==> src/rtl/cc_matrix_scan_comparator.sv <==
// cc_matrix_scan_comparator: sequential row-by-row playfield scanner that
// decides "all rows empty" (ALLZERO) or "any row overlaps a reference mask"
// (OVERLAP). It reads one row per clock via rowAddr/rowData, keeps a sticky
// result, a hit count and the first hit row, and pulses done for one cycle.
// Latency: start at edge 0 -> rows 0..NUM_ROWS-1 on cycles 1..NUM_ROWS ->
// done on cycle NUM_ROWS+1. start is ignored while busy or in DONE (no
// queuing); clear aborts any scan without a done pulse.
//
// Ports:
//   CC_MATRIXSCAN_CLOCK_50         system clock, rising edge
//   CC_MATRIXSCAN_RESET_InHigh     synchronous reset, active-high
//   CC_MATRIXSCAN_start_InHigh     start request (sampled in IDLE only)
//   CC_MATRIXSCAN_clear_InHigh     synchronous abort / clear of results
//   CC_MATRIXSCAN_mode_In          0=ALLZERO, 1=OVERLAP (latched at start)
//   CC_MATRIXSCAN_ref_InBUS        OVERLAP mask (latched at start)
//   CC_MATRIXSCAN_rowData_InBUS    contents of row at rowAddr, same cycle
//   CC_MATRIXSCAN_rowAddr_OutBUS   row being read
//   CC_MATRIXSCAN_busy_OutHigh     scan in progress
//   CC_MATRIXSCAN_done_OutHigh     one-cycle pulse, results valid
//   CC_MATRIXSCAN_result_OutHigh   decision of last completed scan
//   CC_MATRIXSCAN_hitCount_OutBUS  hit rows in last completed scan
//   CC_MATRIXSCAN_firstHit_OutBUS  lowest hit row of last scan (0 if none)
module cc_matrix_scan_comparator #(
  parameter int DATAWIDTH = 8,
  parameter int NUM_ROWS  = 8,
  parameter int ADDRWIDTH = $clog2(NUM_ROWS),
  parameter int CNTWIDTH  = $clog2(NUM_ROWS + 1)
) (
  input  logic                 CC_MATRIXSCAN_CLOCK_50,
  input  logic                 CC_MATRIXSCAN_RESET_InHigh,
  input  logic                 CC_MATRIXSCAN_start_InHigh,
  input  logic                 CC_MATRIXSCAN_clear_InHigh,
  input  logic                 CC_MATRIXSCAN_mode_In,
  input  logic [DATAWIDTH-1:0] CC_MATRIXSCAN_ref_InBUS,
  input  logic [DATAWIDTH-1:0] CC_MATRIXSCAN_rowData_InBUS,
  output logic [ADDRWIDTH-1:0] CC_MATRIXSCAN_rowAddr_OutBUS,
  output logic                 CC_MATRIXSCAN_busy_OutHigh,
  output logic                 CC_MATRIXSCAN_done_OutHigh,
  output logic                 CC_MATRIXSCAN_result_OutHigh,
  output logic [CNTWIDTH-1:0]  CC_MATRIXSCAN_hitCount_OutBUS,
  output logic [ADDRWIDTH-1:0] CC_MATRIXSCAN_firstHit_OutBUS
);

  typedef enum logic [1:0] {
    IDLE = 2'd0,
    SCAN = 2'd1,
    DONE = 2'd2
  } state_t;

  state_t               stateReg, stateNext;
  logic [ADDRWIDTH-1:0] rowCnt;
  logic                 modeLatched;
  logic [DATAWIDTH-1:0] refLatched;
  logic [CNTWIDTH-1:0]  accCount;
  logic [ADDRWIDTH-1:0] accFirst;
  logic                 accFound;
  logic                 resultReg;
  logic [CNTWIDTH-1:0]  hitCountReg;
  logic [ADDRWIDTH-1:0] firstHitReg;

  logic                 rowHit;
  logic                 lastRow;
  logic [CNTWIDTH-1:0]  countNow;
  logic [ADDRWIDTH-1:0] firstNow;

  // Per-row evaluation, including the row being read this cycle so the final
  // results can be committed on the very edge that enters DONE.
  always_comb begin
    if (modeLatched) begin
      rowHit = |(CC_MATRIXSCAN_rowData_InBUS & refLatched);
    end else begin
      rowHit = (CC_MATRIXSCAN_rowData_InBUS == '0);
    end
    lastRow  = (rowCnt == ADDRWIDTH'(NUM_ROWS - 1));
    countNow = accCount + CNTWIDTH'(rowHit);
    // Once a hit has been recorded, later hits never replace it.
    firstNow = accFound ? accFirst : (rowHit ? rowCnt : '0);
  end

  // Next-state and state-decoded outputs.
  always_comb begin
    stateNext                    = stateReg;
    CC_MATRIXSCAN_busy_OutHigh   = 1'b0;
    CC_MATRIXSCAN_done_OutHigh   = 1'b0;
    CC_MATRIXSCAN_rowAddr_OutBUS = '0;
    unique case (stateReg)
      IDLE: begin
        if (CC_MATRIXSCAN_start_InHigh) stateNext = SCAN;
      end
      SCAN: begin
        CC_MATRIXSCAN_busy_OutHigh   = 1'b1;
        CC_MATRIXSCAN_rowAddr_OutBUS = rowCnt;
        if (lastRow) stateNext = DONE;
      end
      DONE: begin
        CC_MATRIXSCAN_done_OutHigh = 1'b1;
        stateNext                  = IDLE;
      end
      default: stateNext = IDLE;
    endcase
    // Clear beats start and aborts any scan in flight.
    if (CC_MATRIXSCAN_clear_InHigh) stateNext = IDLE;
  end

  always_ff @(posedge CC_MATRIXSCAN_CLOCK_50) begin
    if (CC_MATRIXSCAN_RESET_InHigh) begin
      stateReg    <= IDLE;
      rowCnt      <= '0;
      modeLatched <= 1'b0;
      refLatched  <= '0;
      accCount    <= '0;
      accFirst    <= '0;
      accFound    <= 1'b0;
      resultReg   <= 1'b0;
      hitCountReg <= '0;
      firstHitReg <= '0;
    end else begin
      stateReg <= stateNext;
      if (CC_MATRIXSCAN_clear_InHigh) begin
        rowCnt      <= '0;
        accCount    <= '0;
        accFirst    <= '0;
        accFound    <= 1'b0;
        resultReg   <= 1'b0;
        hitCountReg <= '0;
        firstHitReg <= '0;
      end else begin
        unique case (stateReg)
          IDLE: begin
            if (CC_MATRIXSCAN_start_InHigh) begin
              modeLatched <= CC_MATRIXSCAN_mode_In;
              refLatched  <= CC_MATRIXSCAN_ref_InBUS;
              rowCnt      <= '0;
              accCount    <= '0;
              accFirst    <= '0;
              accFound    <= 1'b0;
            end
          end
          SCAN: begin
            accCount <= countNow;
            accFirst <= firstNow;
            accFound <= accFound | rowHit;
            if (lastRow) begin
              rowCnt      <= '0;
              hitCountReg <= countNow;
              firstHitReg <= firstNow;
              resultReg   <= modeLatched ? (countNow != '0)
                                         : (countNow == CNTWIDTH'(NUM_ROWS));
            end else begin
              rowCnt <= rowCnt + ADDRWIDTH'(1);
            end
          end
          default: begin
          end
        endcase
      end
    end
  end

  assign CC_MATRIXSCAN_result_OutHigh  = resultReg;
  assign CC_MATRIXSCAN_hitCount_OutBUS = hitCountReg;
  assign CC_MATRIXSCAN_firstHit_OutBUS = firstHitReg;

endmodule

==> config.mk <==
export PLATFORM = sky130hd
export DESIGN_NAME = cc_matrix_scan_comparator
export DESIGN_NICKNAME = d
export VERILOG_FILES = /design/src/rtl/cc_matrix_scan_comparator.sv
export SDC_FILE = /design/constraint.sdc
export NUM_CORES = 1
export LEC_CHECK = 0
export BUFFER_PORTS_ARGS = -buffer_cell sky130_fd_sc_hd__buf_2
export CAP_MARGIN = 20
export CORE_ASPECT_RATIO = 0.5
export CORE_MARGIN = 5
export CORE_UTILIZATION = 46
export DETAILED_ROUTE_END_ITERATION = 16
export PLACE_DENSITY = 0.79
export SLEW_MARGIN = 20
export SYNTH_ARGS = -nofsm -noshare
export SYNTH_HDL_FRONTEND = slang
export SYNTH_SLANG_ARGS = --single-unit
==> constraint.sdc <==
create_clock -name CC_MATRIXSCAN_CLOCK_50 -period 1.9 [get_ports CC_MATRIXSCAN_CLOCK_50]
set_input_delay 0.095 -clock CC_MATRIXSCAN_CLOCK_50 [delete_from_list [all_inputs] [get_ports CC_MATRIXSCAN_CLOCK_50]]
set_output_delay 0.095 -clock CC_MATRIXSCAN_CLOCK_50 [all_outputs]
set_load 0.005 [all_outputs]
Word-level counts from Yosys, hierarchy flattened
Cells that the tools add are included.

cells by class
  add/sub/neg operators = 2
  equality and inequality tests = 6
  multiplexer cells = 18
  bitwise operators = 3
  reduce and logical (&&, ||, !) cells = 10

operator list
  operator                                                                number
  3-bit two-way mux                                                       5
  3-bit one-hot mux with 2 select lines                                   2
  8-bit bitwise AND                                                       1
  8-bit zero test                                                         1
  4-bit one-hot mux with 2 select lines                                   1
  8-bit OR reduction                                                      1
  2-bit AND reduction                                                     3
  1-bit two-way mux                                                       5
  4-bit by 1-bit adder with 4-bit output                                  1
  4-bit equality test (second input constant)                             1
  2-bit two-way mux                                                       2
  4-bit two-way mux                                                       1
  2-bit inequality test (second input constant)                           2
  2-bit one-hot mux with 2 select lines                                   1
  4-bit nonzero test                                                      1
  3-bit by 1-bit adder with 3-bit output (second input constant)          1
  3-bit equality test (second input constant)                             1
  3-bit AND reduction                                                     1
  2-bit by 1-bit equality test with 1-bit output (second input constant)  1
  2-bit equality test (second input constant)                             1
  2-bit zero test                                                         1
  1-bit one-hot mux with 2 select lines                                   1
  2-bit nonzero test                                                      1
  2-bit OR reduction                                                      1
  2 further kinds                                                         2

storage, ports and cells
  register bits after elaboration = 30
  word-level logic and storage cells = 49

Depth between registers and ports, before layout
  depth after elaboration = 6
  depth in mapped cells = 9
  gate-level depth less buffers = 9

Worst setup path before layout
No wires, ideal clock.

  path type = reg2reg
  start = register refLatched[1]
  end = register resultReg (netlist: CC_MATRIXSCAN_result_OutHigh)
  library setup time = 101 ps
  data arrival time = 1,833 ps
  data required time = 1,799 ps
  slack = -34 ps
  stages on the path, launching flop included = 10
  path through = dfxtp_1 a222oi_1 nand2_1 o22a_1 ha_1 ha_1 xnor2_1 nand2_1 nor2_1 o41ai_1

on the way
  longest elaborated chain between the ends = 6
  elaborated cells on any way between the ends = 7
  classes of those cells = 1 x add/sub; 1 x eq/ne; 2 x mux; 1 x bitwise; 2 x reduce/logical

RTL lines
  element                                                    line      source
  start: declaration                                         53        logic [DATAWIDTH-1:0] refLatched;
  start signal: assignment                                   132       refLatched <= CC_MATRIXSCAN_ref_InBUS;
  8-bit bitwise AND *                                        70        rowHit = |(CC_MATRIXSCAN_rowData_InBUS & refLatched);
  8-bit OR reduction *                                       70
  1-bit two-way mux *                                        69        if (modeLatched) begin
  4-bit by 1-bit adder with 4-bit output *                   75        countNow = accCount + CNTWIDTH'(rowHit);
  4-bit equality test or 4-bit nonzero test (tied branches)  148, 147
  1-bit two-way mux *                                        147       resultReg <= modeLatched ? (countNow != '0)
  end signal: assignment                                     147
  end: declaration                                           57        logic resultReg;

Every way passes the cells marked *; elsewhere a longest branch is shown, timed or not.
A chain may end at the register's enable or synchronous reset.

Worst setup path after layout
  start = register refLatched[1]
  end = register resultReg (netlist: CC_MATRIXSCAN_result_OutHigh)

on the way
  longest elaborated chain between the ends = 6
  elaborated cells on any way between the ends = 7
  classes of those cells = 1 x add/sub; 1 x eq/ne; 2 x mux; 1 x bitwise; 2 x reduce/logical

RTL lines
  element                                                    line      source
  8-bit bitwise AND *                                        70
  8-bit OR reduction *                                       70
  1-bit two-way mux *                                        69
  4-bit by 1-bit adder with 4-bit output *                   75
  net countNow[1]                                            63        logic [CNTWIDTH-1:0] countNow;
  4-bit equality test or 4-bit nonzero test (tied branches)  148, 147
  1-bit two-way mux *                                        147

The timed path passes the listed nets; every way through them passes the cells marked *.

==> impl_metrics.ini <==
[worst_setup_path]
cp-end-kind = register
path_max_fanout = 2
r2r_cells = 9
cp.depth = 9
cp.buffers_inverters = 0
critPathLaunch = refLatched[1]
r2r_start = refLatched[1]
critPathMaxStageDelay_ns = 0.33
worstSetupStartpointType = register
crit_end = CC_MATRIXSCAN_result_OutHigh
worstPathRequired_ns = 2.08
rrSetupSlack_ns = -0.11
crit_type = reg2reg
critical_path.top_delay_family = compound AO/OA/AOI/OAI gates
arrival_ns = 2.19
crit_slowest_cell = a222oi_1
crit_path_cell_trace = a222oi_1, nand2_1, o22a_1, ha_2, ha_4, nor2_1, nand2_1, nor2_1, o41ai_2
r2r-end = CC_MATRIXSCAN_result_OutHigh

[pwr]
p_sw_frac = 0.234
p_leak_nw = 0.721
clockPowerShare = 0.380
ir_drop_v = 0.000464
switching_power_w = 0.000288
power.density_nw_per_um2 = 699
pwr-share-comb = 0.092
seq_power_share = 0.528
internal_power_w = 0.000942

[final_layout]
post_route_cells_drive_above_1_share = 0.316
fillers = 228
syn2layout_area_growth_pct = 29.2
finalNonFillerCells = 243
nets = 231
antenna-diode-count = 0

[timing]
finalMaxSlewViolations = 0
rsz0062_at_grt = yes
setup_viol = 3
min_period_over_period = 1.06
period_needed_ns = 2.01
slew_headroom = 0.576
layout_setup_ws_ns = -0.111
worst-slew-pin-transition_ns = 0.634
skew_ns = 0.00359
final-hold-violation-count = 0
max_freq_mhz = 497

[floorplan]
die_w_um = 87.0
rows = 13
start_util = 0.502
chipHeight_um = 48.5
die_area_um2 = 4220
top_level_ports = 34
coreArea_um2 = 2720

[drt]
drt_pass1_iterations = 4
viasPerCell = 5.31
wl_met1_mm = 1.50
drc = 0
drt_iter0_drc = 98
route.met2.wl_mm = 1.66
num_vias = 1290
ant_nets = 0
wl_met3_um = 275
routed_wl_mm = 3.47
top_layer = met4
wl_per_cell_um = 14.3

[logic_synthesis]
ys_seq_area_frac = 0.441
syn_area_per_cell_um2 = 8.36
syn-num-nets = 188
synth-seq-cells = 30
synth_compound_area_frac = 0.177
synthMuxAreaShare = 0.0321
synth_xor_area_frac = 0.0129
syn_inst = 163
mappedNetlistArea_um2 = 1360
ys_warn_count = 0
yosys.area_share.simple = 0.269
yosysUniqueCellTypes = 35
synth_top_family_by_area = simple AND/OR/NAND/NOR gates
synth_adder_area_share = 0.0367

[run_status]
violations = setup timing
outcome = finished with violations

[clock_tree]
cts-root-buf = clkbuf_8
cts.sink_count = 30
clk_pin_slew_ns = 0.06
clk_latency_ns = 0.28
cts_tree = done
cts_htree_levels = 2
numCtsBuffers = 5
clockBufferDepth = 2
postCtsHoldBufs = 0

[grt]
grt_pass1_wl_mm = 5.59
grt_pass1_vias = 1223
grt_usage = 0.169
antenna_found_initial = 0
grt_max_degree = 16
grt_overflow = 0

[place]
numPortBuffers = 33
routabilityCongestion = 0.805
dp_hpwl_mm = 2.56
dp.cells = 234
dp_slack_ns = -0.141

[run]
maxCapViolations = 0

[hold_path]
hold_start = CC_MATRIXSCAN_ref_InBUS[7]
hold_class = in2reg
whs_path_depth = 3
[cells by family (layout without fill, tap and decap cells)]
kind of cell / count (synthesis) / in the layout
flip-flops: 30 / 30
multiplexers: 4 / 4
buffers and inverters: 10 / 53
AO/OA/AOI/OAI: 36 / 36
XOR/XNOR: 2 / 2
AND/OR/NAND/NOR: 77 / 77
adder cells (fa/ha/maj): 4 / 4
[synthesized netlist by cell type (all sizes together)]
cell | instances | area, um2
dfxtp | 30 | 601
nand2 | 29 | 109
nor2 | 17 | 63.8
a21oi | 14 | 70.1
nand3 | 12 | 60.1
a22oi | 8 | 60.1
and2 | 5 | 31.3
clkbuf | 5 | 18.8
buf | 4 | 20.0
ha | 4 | 50.1
nor3 | 4 | 30.0
o21ai | 4 | 20.0
mux2 | 3 | 33.8
nor2b | 3 | 18.8
o31ai | 3 | 22.5
o21bai | 2 | 26.3
or4 | 2 | 18.8
xnor2 | 2 | 17.5
a211oi | 1 | 7.51
a222oi | 1 | 10.0
inv | 1 | 3.75
mux2i | 1 | 10.0
nand2b | 1 | 6.26
nand3b | 1 | 7.51
nand4b | 1 | 8.76
o21a | 1 | 7.51
o22a | 1 | 8.76
o41ai | 1 | 8.76
or2 | 1 | 6.26
or3 | 1 | 6.26
[how the worst min path moves through the flow]
| stage | to | slack [ns] |
|---|---|---|
| floorplan | refLatched[0] | 0.23 |
| global route | refLatched[4] | 0.05 |
| finish | refLatched[7] | 0.06 |
| detailed placement | modeLatched | 0.34 |
| CTS | refLatched[7] | 0.05 |
| global placement | refLatched[5] | 0.34 |
[power by group through the flow]
stage | Clock, W | Sequential [W] | Combinational, W
2_1_floorplan | 0 | 0.000658 | 0.0000632
3_3_place_gp | 0 | 0.000662 | 0.000104
3_5_place_dp | 0 | 0.000662 | 0.000107
4_1_cts | 0.000475 | 0.000649 | 0.000111
5_1_grt | 0.000507 | 0.000650 | 0.000125
6_report | 0.000468 | 0.000649 | 0.000113
[cell usage in the layout, fill, tap and decap left out, types with 2 or more instances in the layout]
| cell type | synthesis | layout |
|---|---|---|
| buf_2 | 4 | 33 |
| nand2_1 | 29 | 29 |
| and2_1 | 4 | 5 |
| nand3_1 | 12 | 12 |
| nor2b_1 | 3 | 3 |
| a21oi_1 | 14 | 14 |
| o31ai_1 | 3 | 3 |
| nor3_1 | 2 | 2 |
| a22oi_1 | 8 | 8 |
| nor3_2 | 2 | 2 |
| dfxtp_1 | 30 | 29 |
| o21ai_1 | 3 | 3 |
| ha_1 | 4 | 2 |
| buf_4 | 0 | 11 |
| mux2_2 | 3 | 3 |
| clkbuf_1 | 5 | 2 |
| clkbuf_8 | 0 | 5 |
| nor2_1 | 17 | 17 |
[metrics by stage]
| stage | setup TNS [ns] | util | power, W | cell area [um2] | hold WS (ns) |
|---|---|---|---|---|---|
| after detailed placement | -0.358 | 0.598 | 0.000769 | 1630 | 0.340 |
| final | -0.197 | 0.648 | 0.00123 | 1760 | 0.0552 |
| after CTS | -0.193 | 0.643 | 0.00123 | 1750 | 0.0485 |
| after global routing | -0.465 | 0.648 | 0.00128 | 1760 | 0.0537 |
| after global placement | -0.0462 | 0.598 | 0.000766 | 1630 | 0.336 |
| after floorplan | 0 | - | 0.000721 | 1380 | 0.231 |
[worst reg2reg max path, cell delays in order (launching register included)]
cell and delay [ns]:
dfxtp_2 0.32, a222oi_1 0.33, nand2_1 0.13, o22a_1 0.21, ha_2 0.20, ha_4 0.27, nor2_1 0.06, nand2_1 0.07
nor2_1 0.05, o41ai_2 0.28
[sequential cells by signal, indices dropped and copies added (netlist names)]
signal	cells
CC_MATRIXSCAN_firstHit_OutBUS	3
CC_MATRIXSCAN_hitCount_OutBUS	4
CC_MATRIXSCAN_result_OutHigh	1
accCount	4
accFirst	3
accFound	1
modeLatched	1
refLatched	8
rowCnt	3
stateReg	2
[routing by layer]
metal  track usage  up-vias
met5             0        -
met4        0.0622        0
met3        0.0556        5
met2         0.273       49
met1         0.208      580
li1              -      656
[area by class of cell]
cell class / instances / area [um2] / share of cell area
Sequential cell: 30 / 602 / 0.342
Timing Repair Buffer: 45 / 259 / 0.147
Tap cell: 37 / 46.3 / 0.0263
Clock buffer: 7 / 76.3 / 0.0434
Multi-Input combinational cell: 123 / 773 / 0.439
Inverter: 1 / 3.75 / 0.00213
[timing repair]
item,in CTS,in global routing
resized for setup,5,3
endpoints found under the setup margin,2,7
gates cloned,0,0
setup buffers,2,0
pin swaps,2,1
(Power assumes the default switching activity.)
